[src/rtl/decoder_scan_gen.sv]
// decoder_scan_gen: registered binary-to-one-hot / thermometer decoder with an
// autonomous scan mode that walks a one-hot pointer at a programmable dwell rate.
//
// Ports:
//   clock      - single clock, all state updates on the rising edge
//   reset      - synchronous active-high reset
//   in_valid   - command strobe, a command is taken every cycle it is high
//   in_sel     - binary select, or start pointer for a scan command
//   in_mode    - 0 ONEHOT, 1 THERM, 2 SCAN, 3 HOLD
//   in_en      - output enable for the command
//   in_dwell   - scan step period minus one, in cycles
//   out_dec    - registered decoded outputs
//   out_valid  - one-cycle pulse when out_dec is updated by a command or a step
//   busy       - high while a scan is running
//   err        - one-cycle pulse for a command whose in_sel is out of range
module decoder_scan_gen #(
  parameter int unsigned SEL_W   = 3,
  parameter int unsigned OUT_W   = 8,
  parameter int unsigned DWELL_W = 4
) (
  input  logic               clock,
  input  logic               reset,
  input  logic               in_valid,
  input  logic [SEL_W-1:0]   in_sel,
  input  logic [1:0]         in_mode,
  input  logic               in_en,
  input  logic [DWELL_W-1:0] in_dwell,
  output logic [OUT_W-1:0]   out_dec,
  output logic               out_valid,
  output logic               busy,
  output logic               err
);

  localparam logic [1:0] MODE_ONEHOT = 2'd0;
  localparam logic [1:0] MODE_THERM  = 2'd1;
  localparam logic [1:0] MODE_SCAN   = 2'd2;
  localparam logic [1:0] MODE_HOLD   = 2'd3;

  typedef enum logic [1:0] {
    ST_IDLE   = 2'd0,
    ST_STATIC = 2'd1,
    ST_SCAN   = 2'd2
  } state_e;

  state_e               state_q, state_d;
  logic [SEL_W-1:0]     ptr_q, ptr_d;
  logic [DWELL_W-1:0]   dwell_cnt_q, dwell_cnt_d;
  logic [DWELL_W-1:0]   dwell_rld_q, dwell_rld_d;
  logic [OUT_W-1:0]     out_dec_q, out_dec_d;
  logic                 out_valid_q, out_valid_d;
  logic                 busy_q, busy_d;
  logic                 err_q, err_d;

  logic                 sel_oob;
  logic [SEL_W-1:0]     ptr_next;

  // One-hot of a select value, truncated to OUT_W bits
  function automatic logic [OUT_W-1:0] onehot_of(input logic [SEL_W-1:0] s);
    onehot_of = OUT_W'(1) << s;
  endfunction

  // Thermometer code: bits [s:0] set
  function automatic logic [OUT_W-1:0] therm_of(input logic [SEL_W-1:0] s);
    logic [OUT_W-1:0] r;
    r = '0;
    for (int unsigned i = 0; i < OUT_W; i++) begin
      r[i] = (i <= 32'(s));
    end
    therm_of = r;
  endfunction

  assign sel_oob  = (32'(in_sel) >= OUT_W);
  assign ptr_next = (32'(ptr_q) == OUT_W - 1) ? '0 : ptr_q + SEL_W'(1);

  // Next-state and output logic; an accepted command always overrides a scan step
  always_comb begin
    state_d     = state_q;
    ptr_d       = ptr_q;
    dwell_cnt_d = dwell_cnt_q;
    dwell_rld_d = dwell_rld_q;
    out_dec_d   = out_dec_q;
    out_valid_d = 1'b0;
    err_d       = 1'b0;

    if (in_valid) begin
      out_valid_d = 1'b1;
      state_d     = ST_STATIC;
      if (in_mode == MODE_HOLD) begin
        // Output and pointer frozen; a running scan simply stops
      end else if (sel_oob) begin
        out_dec_d = '0;
        err_d     = 1'b1;
      end else begin
        case (in_mode)
          MODE_ONEHOT: out_dec_d = in_en ? onehot_of(in_sel) : '0;
          MODE_THERM:  out_dec_d = in_en ? therm_of(in_sel) : '0;
          MODE_SCAN: begin
            if (in_en) begin
              state_d     = ST_SCAN;
              ptr_d       = in_sel;
              dwell_cnt_d = in_dwell;
              dwell_rld_d = in_dwell;
              out_dec_d   = onehot_of(in_sel);
            end else begin
              out_dec_d = '0;
            end
          end
          default: ;
        endcase
      end
    end else if (state_q == ST_SCAN) begin
      if (dwell_cnt_q != '0) begin
        dwell_cnt_d = dwell_cnt_q - DWELL_W'(1);
      end else begin
        ptr_d       = ptr_next;
        out_dec_d   = onehot_of(ptr_next);
        dwell_cnt_d = dwell_rld_q;
        out_valid_d = 1'b1;
      end
    end

    busy_d = (state_d == ST_SCAN);
  end

  // State and output registers with synchronous reset
  always_ff @(posedge clock) begin
    if (reset) begin
      state_q     <= ST_IDLE;
      ptr_q       <= '0;
      dwell_cnt_q <= '0;
      dwell_rld_q <= '0;
      out_dec_q   <= '0;
      out_valid_q <= 1'b0;
      busy_q      <= 1'b0;
      err_q       <= 1'b0;
    end else begin
      state_q     <= state_d;
      ptr_q       <= ptr_d;
      dwell_cnt_q <= dwell_cnt_d;
      dwell_rld_q <= dwell_rld_d;
      out_dec_q   <= out_dec_d;
      out_valid_q <= out_valid_d;
      busy_q      <= busy_d;
      err_q       <= err_d;
    end
  end

  assign out_dec   = out_dec_q;
  assign out_valid = out_valid_q;
  assign busy      = busy_q;
  assign err       = err_q;

endmodule
[config.mk]
export PLATFORM = sky130hd
export DESIGN_NAME = decoder_scan_gen
export DESIGN_NICKNAME = d
export VERILOG_FILES = /design/src/rtl/decoder_scan_gen.sv
export SDC_FILE = /design/constraint.sdc
export NUM_CORES = 1
export LEC_CHECK = 0
export CORE_AREA = 2 2 57 59
export CTS_BUF_LIST = sky130_fd_sc_hd__clkbuf_16
export DETAILED_ROUTE_END_ITERATION = 7
export DIE_AREA = 0 0 59 61
export GPL_TIMING_DRIVEN = 0
export PLACE_DENSITY = 0.71
export SYNTH_ARGS = -nofsm -noshare
export SYNTH_HDL_FRONTEND = slang
export SYNTH_SLANG_ARGS = --single-unit
[constraint.sdc]
create_clock -name clock -period 1.7 [get_ports clock]
set_input_delay 0.255 -clock clock [delete_from_list [all_inputs] [get_ports clock]]
set_output_delay 0.255 -clock clock [all_outputs]
set_load 0.05 [all_outputs]
Word-level counts from Yosys, hierarchy flattened
Cells that the tools add are included.
- flip-flop bits (word level): 23
- input bits: 13
- output and inout port bits: 11
- logic and storage cells: 65
- $add $sub $neg: 2
- order comparisons: 7
- equal/unequal tests: 11
- shift operators: 2
- multiplexer cells: 27
- bitwise gates (word level): 1
- reduce and logical (&&, ||, !) cells: 8
- operator list (cell ; count):
    8-bit two-way mux ; 6
    4-bit two-way mux ; 6
    3-bit two-way mux ; 7
    8-bit case mux with 2 select lines ; 1
    1-bit by 3-bit left shift with 8-bit output (first input constant) ; 2
    3-bit less-or-equal comparator (first input constant) ; 4
    4-bit AND reduction ; 3
    2-bit == test (second input constant) ; 4
    2-bit two-way mux ; 4
    2-bit by 3-bit less-or-equal comparator with 1-bit output (first input constant) ; 2
    5-bit AND reduction ; 1
    2-bit by 1-bit != test with 1-bit output (second input constant) ; 2
    2-bit != test (second input constant) ; 2
    4-bit nonzero test ; 1
    4-bit by 1-bit subtractor with 4-bit output (second input constant) ; 1
    3-bit by 1-bit adder with 3-bit output (second input constant) ; 1
    3-bit == test (second input constant) ; 1
    1-bit by 3-bit less-or-equal comparator with 1-bit output (first input constant) ; 1
    1-bit two-way mux ; 3
    3-bit by 2-bit != test with 1-bit output (second input constant) ; 1
    2-bit by 1-bit == test with 1-bit output (second input constant) ; 1
    2-bit logical NOT ; 1
    2-bit nonzero test ; 1
    2-bit OR reduction ; 1
    1-bit NOT ; 1

Depth between registers and ports, before layout
Gate-level depths: netlist of the first run.
- depth after elaboration: 6
- gate-level depth with buffers: 7
- mapped depth without buffers: 6

Worst setup path after synthesis of the first run
OpenSTA, ideal clock, no wires.
- path kind: register to register
- start point: register dwell_cnt_q[0]
- end point: register dwell_cnt_q[1]
- library setup time: 70 ps
- arrival time: 1494 ps
- data required time: 1630 ps
- setup slack: 135 ps
- cell stages (with the launch flop): 7
- clock period less this slack: 1565 ps
- cells stage by stage: dfxtp_1 inv_1 ha_1 or3b_4 and3_1 a221o_1 a21oi_1
- cells in the longest elaborated chain, start to end: 4
- ends and longest elaborated chain (item ; line ; RTL):
    from (decl) ; 47 ; logic [DWELL_W-1:0] dwell_cnt_q, dwell_cnt_d;
    from (signal assigned) ; 139 ; dwell_cnt_q <= dwell_cnt_d;
    4-bit by 1-bit subtractor with 4-bit output or 4-bit nonzero test (tied branches) ; 113, 112 ;
    4-bit two-way mux (*) ; 112 ; if (dwell_cnt_q != '0) begin
    4-bit two-way mux (*) ; 111 ; end else if (state_q == ST_SCAN) begin
    4-bit two-way mux (*) ; 85 ; if (in_valid) begin
Every way passes the cells marked *; elsewhere a longest branch is shown, timed or not. The select of a mux whose other input is x is not followed.
A chain may end at the register's enable or synchronous reset.

Worst setup path in the final report of the first run
- start point: register out_dec_q[0], in the netlist out_dec[0]
- end point: output port out_dec[0]
- RTL lines (item ; line ; RTL):
    from (decl) ; 49 ; logic [OUT_W-1:0] out_dec_q, out_dec_d;
    from (signal assigned) ; 141 ; out_dec_q <= out_dec_d;
    to (decl) ; 28 ; output logic [OUT_W-1:0] out_dec,
No word-level cell between the ends.

==> flow_summary.toml, run 1 <==
[layout]
drive_above_1_share_pct = 11.9
num-nets-final = 198
layout.cells.non_filler = 210
diodes = 0
area_delta_synth_final_pct = 27.6

[detailed_routing]
vias = 1196
drc_errors = 0
avgViaCountPerCell = 5.70
wl_per_cell_um = 14.3
drtPass1Iterations = 4
routed_wl_um = 2990
antenna_left = 0
drt_iter0_drc = 76

[floorplan]
fp.coreArea_um2 = 2950
die_x_um = 59
rows = 20
ioPinCount = 24
start_util_pct = 42.9
die_area_um2 = 3600
dieHeight_um = 61

[pwr]
vdd_ir_drop_max_mv = 0.364
total_power_w = 0.00137
p_leak_nw = 0.650
p_per_area_nw_per_um2 = 846

[global_route]
antenna_found_initial = 0
grt_use_total_pct = 18.1
grt_max_degree = 13
overflow = 0
grt_use_met3_pct = 2.56
use_met2_pct = 30.6
grt_pass1_vias = 1105
busiest_layer = "met2"
grt_use_met1_pct = 23.9
grt_first_pass_wirelength_um = 4970

[min_path]
hold_class = "input port to register"
min_from = "in_valid"

[job]
drv_cap = 0

[timing]
min_period_ns = 1.64
relSlewSlack_pct = 66.7
fin_crit_sh_pct = 96.5
finalSetupViolCount = 0
tightest_slew_ns = 0.498
clock_skew_ns = 0.00654
hold_violations = 0
slew_violations = 0
max_freq_mhz = 609
grt_setup_unrepaired = "true"

[logic_synthesis]
synth_nets = 172
synth_area_um2 = 1270
synth_top_area_cell = "dfxtp_1"
synthArstFlopShare_pct = 0
synth-seq-cells = 23
synth_enable_flop_cells = 0
yosysMostFrequentCell = "dfxtp_1"
ys_top_cells_by_area = "dfxtp_1, a211oi_1, ha_1, nor2_1, a21oi_1"
synthCells = 152
yosysWarnings = 0
yosysUniqueCellTypes = 39
syn_avg_cell_area_um2 = 8.34
synth_flop_cell = "dfxtp_1"
yosysTopAreaCellShare_pct = 36.3
ys_seq_area_share_pct = 36.3
synthTopCellsByCount = "dfxtp_1, nor2_1, nand2_1, a21oi_1, a211oi_1"

[critical_path]
crit_chain = "clkdlybuf4s50_1"
crit_family = "buffers and inverters"
path_max_fanout = 2
path_class = "register to output port"
arrival_ns = 1.39
critPathRequiredTime_ns = 1.44
critPathMaxStageDelay_ns = 0.80
path_buf_inv = 1
rrSetupSlack_ns = 0.07
timing.rr.start = "dwell_cnt_q[0]"
endpoint_kind = "output port"
critPathLaunchType = "register"
crit_start = "out_dec[0]"
slowest_stage = "clkdlybuf4s50_1"

[cts]
cts_buffers = 3
clk_pin_slew_ns = 0.06
clockBufferDepth = 2
htree_levels = 1
cts_root_buf = "clkbuf_16"
insertion_delay_ns = 0.25
cts_tree = "yes"
cts.sinks = 23

[outcome]
outcome = "finished clean"

[placed_design]
port_buffers = 19
gp_congestion = 0.897
dp_cells = 204
dp_hpwl_um = 2230
power by group:
part | total, W | internal, W | switching, W
clock | 0.000497 | 0.000313 | 0.000183
combinational | 0.000285 | 0.000118 | 0.000167
sequential | 0.000586 | 0.000566 | 0.0000203
total | 0.00137 | 0.000997 | 0.000371
stage by stage:
step           utilization, %  hold slack [ns]  TNS [ns]  area [um^2]  setup slack, ns
3_5_place_dp             50.8            0.455     -1.66         1500           -0.307
6_report                 54.8            0.434         0         1620           0.0587
5_1_grt                  54.8            0.466  -0.00359         1620         -0.00359
4_1_cts                  54.3            0.429         0         1600          0.00969
2_1_floorplan               -            0.333         0         1270            0.135
3_3_place_gp             50.8            0.447     -1.27         1500           -0.246
state kept, by name, summed over array words and instances (netlist names):
| signal | cells |
|---|---|
| out_dec | 8 |
| out_valid | 1 |
| ptr_q | 3 |
| dwell_cnt_q | 4 |
| state_q | 2 |
| busy | 1 |
| dwell_rld_q | 4 |
final cells by class:
class,count,area (um^2)
fill,277,1340
multi-input combinational,113,747
sequential,23,462
timing repair buffer,21,208
clock buffer,3,75.1
buffer,9,55.1
tap,33,41.3
inverter,7,26.3
clock inverter,1,3.75
path summary, 6_finish.rpt:
check / end / cells past startpoint
max: out_dec[0] / 1
min: ptr_q[2] / 4
max reg2reg: dwell_cnt_q[1] / 6
min reg2reg: dwell_rld_q[0] / 2
cell usage in the layout, fill, tap and decap left out, drive strengths merged, types with 4 or more instances in the layout:
cell type       n
inv             8
clkdlybuf4s50  18
a22oi           4
buf             6
clkbuf          8
nor2           22
o21ai           5
a211oi         13
a21oi          15
nand2          16
dfxtp          23
ha              7
timing repair:
| item | CTS | global route |
|---|---|---|
| setup buffers | 2 | 0 |
| endpoints found under the setup margin | 12 | 7 |
| gates resized for setup | 3 | 5 |
| hold buffers | 0 | 0 |
metal layers:
metal  vias up  wire (um)
met3         4        102
met2        37       1450
met1       559       1410
li1        596          -
met4         0         31
met5         -          0
cells by family (layout without fill, tap and decap cells):
logic type | count (synthesis) | count (layout) | share of synthesized area (%)
buf+inv | 16 | 41 | 6.42
mux | 4 | 4 | 3.26
other cells | 1 | 1 | 0.296
fa+ha+maj | 7 | 7 | 6.91
flops | 23 | 23 | 36.3
compound gates | 46 | 46 | 25.1
simple gates | 55 | 55 | 21.7
Power figures use the tool's default switching activity.
==> inputs of run 2 (changes only) <==
==> config.mk (replaced) <==
export PLATFORM = sky130hd
export DESIGN_NAME = decoder_scan_gen
export DESIGN_NICKNAME = d
export VERILOG_FILES = /design/src/rtl/decoder_scan_gen.sv
export SDC_FILE = /design/constraint.sdc
export NUM_CORES = 1
export LEC_CHECK = 0
export CORE_AREA = 2 2 49 69
export CTS_BUF_LIST = sky130_fd_sc_hd__clkbuf_16
export DETAILED_ROUTE_END_ITERATION = 7
export DIE_AREA = 0 0 51 71
export GPL_TIMING_DRIVEN = 0
export PLACE_DENSITY = 0.7
export SYNTH_ARGS = -nofsm -noshare
export SYNTH_HDL_FRONTEND = slang
export SYNTH_SLANG_ARGS = --single-unit
export TNS_END_PERCENT = 50
==> run 2 against run 1 <==
  * Worst setup slack got worse by 0.0083 ns
  * Non-clock buffer count did not move
  * Critical path depth did not move
  * Routed wire length rose by 4.3%
  * Via count barely moved
  * First-iteration DRC count fell by 55%
  * Critical endpoint unchanged
==> flow_summary.toml, run 2 (synthesized netlist as in run 1, its figures left out) <==
[detailed_routing]
drc_errors = 0
wl_per_cell_um = 14.5
vias = 1197
drtPass1Iterations = 4
antenna_left = 0
avgViaCountPerCell = 5.54
routed_wl_um = 3120
drt_iter0_drc = 34

[timing]
fin_crit_sh_pct = 97.0
min_period_ns = 1.65
slew_violations = 0
max_freq_mhz = 606
finalSetupViolCount = 0
tightest_slew_ns = 0.507
holdWs_ns = 0.437
relSlewSlack_pct = 66.1
hold_violations = 0
clock_skew_ns = 0.00684
worst_slack_ns = 0.0504

[pwr]
vdd_ir_drop_max_mv = 0.476
total_power_w = 0.00139
p_per_area_nw_per_um2 = 851
p_seq_share_pct = 42.1
swShare_pct = 28.1
power_switching_w = 0.000391
power_frac_clock_pct = 37.2
comb_power_share_pct = 20.7
p_leak_nw = 0.651
p_int_w = 0.00100

[min_path]
min_from = "in_valid"
hold_class = "input port to register"
holdPathEnd = "ptr_q[2]"
hold-path-cell-count = 4

[global_route]
grt_use_total_pct = 17.8
grt_pass1_vias = 1148
antenna_found_initial = 0
grt_max_degree = 14
grt_first_pass_wirelength_um = 5060
overflow = 0

[critical_path]
path_max_fanout = 2
rrSetupSlack_ns = 0.09
slowest_stage = "clkdlybuf4s50_1"
r2r-end = "dwell_cnt_q[1]"
critPathLaunchType = "register"
critPathRequiredTime_ns = 1.44
timing.rr.start = "dwell_cnt_q[0]"
path_class = "register to output port"
crit_chain = "clkdlybuf4s50_1"
r2r_cells = 6
path_buf_inv = 1
endpoint_kind = "output port"
critPathMaxStageDelay_ns = 0.80
crit_family = "buffers and inverters"
arrival_ns = 1.39

[layout]
layout_commonest_cell = "dfxtp_1"
num-nets-final = 198
largest_reg_flops = 8
area_delta_synth_final_pct = 29.0
diodes = 0
drive_above_1_share_pct = 11.9
layout_common_cells = "dfxtp_1, nor2_1, clkdlybuf4s50_1"

[placed_design]
dp_slack_ns = -0.271
dp_hpwl_um = 2230
port_buffers = 19
gp_congestion = 0.910

[cts]
clk_pin_slew_ns = 0.07
cts.sinks = 23
insertion_delay_ns = 0.26
htree_levels = 1
cts_root_buf = "clkbuf_16"
clockBufferDepth = 2
cts_buffers = 3
cts_tree = "yes"

[floorplan]
ioPinCount = 24
start_util_pct = 41.8
rows = 24
die_x_um = 51
fp.coreArea_um2 = 3030
die_area_um2 = 3620
dieHeight_um = 71

[outcome]
outcome = "finished clean"

[job]
drv_cap = 0
-- run 2: worst max path at each step --
| stage | start | endpoint | slack (ns) | depth (start not counted) |
|---|---|---|---|---|
| floorplan | dwell_cnt_q[0] | dwell_cnt_q[1] | 0.14 | 6 |
| global placement | in_mode[0] | ptr_q[1] | -0.25 | 5 |
| detailed placement | in_mode[0] | ptr_q[0] | -0.27 | 5 |
| CTS | dwell_cnt_q[0] | dwell_cnt_q[1] | 0.007 | 6 |
| global route | dwell_cnt_q[1] | dwell_cnt_q[1] | -0.01 | 6 |
| finish | out_dec[0] | out_dec[0] | 0.05 | 1 |
-- run 2: timing repair --
| item | 4_1_cts | 5_1_grt |
|---|---|---|
| resized for setup | 1 | 7 |
| setup endpoints to repair | 6 | 13 |
| setup buffers | 2 | 0 |
| cloned | 0 | 0 |
| hold buffers | 0 | 0 |
-- run 2: final cells by class --
cell class	count	area, um^2
Sequential cell	23	460
Multi-Input combinational cell	113	757
Clock buffer	3	75.1
Inverter	7	26.3
Clock inverter	1	5.00
Fill cell	287	1400
Buffer	9	55.1
Timing Repair Buffer	21	208
Tap cell	39	48.8
-- run 2: layer usage --
metal / track usage [%] / share of wire, % / up-vias
li1: - / - / 594
met1: 20.6 / 43 / 576
met2: 32.9 / 54 / 25
met3: 1.48 / 2.3 / 2
met4: 6.61 / 0.86 / 0
met5: 0 / 0 / -
-- run 2: power groups by stage --
stage	Clock, W	Combinational (W)	Sequential (W)
final	0.000518	0.000288	0.000586
after global placement	0	0.000268	0.000595
after CTS	0.000522	0.000280	0.000585
after floorplan	0	0.000131	0.000648
after global routing	0.000549	0.000309	0.000590
after detailed placement	0	0.000272	0.000597
-- run 2: stage by stage --
| step | instances | area (um^2) | setup TNS [ns] | utilization (%) |
|---|---|---|---|---|
| 6_report | 216 | 1640 | 0 | 53.9 |
| 5_1_grt | 216 | 1640 | -0.0101 | 53.9 |
| 4_1_cts | 216 | 1610 | 0 | 53.0 |
| 3_5_place_dp | 210 | 1510 | -1.52 | 49.7 |
| 3_3_place_gp | 210 | 1510 | -1.27 | 49.7 |
| 2_1_floorplan | 152 | 1270 | 0 | - |
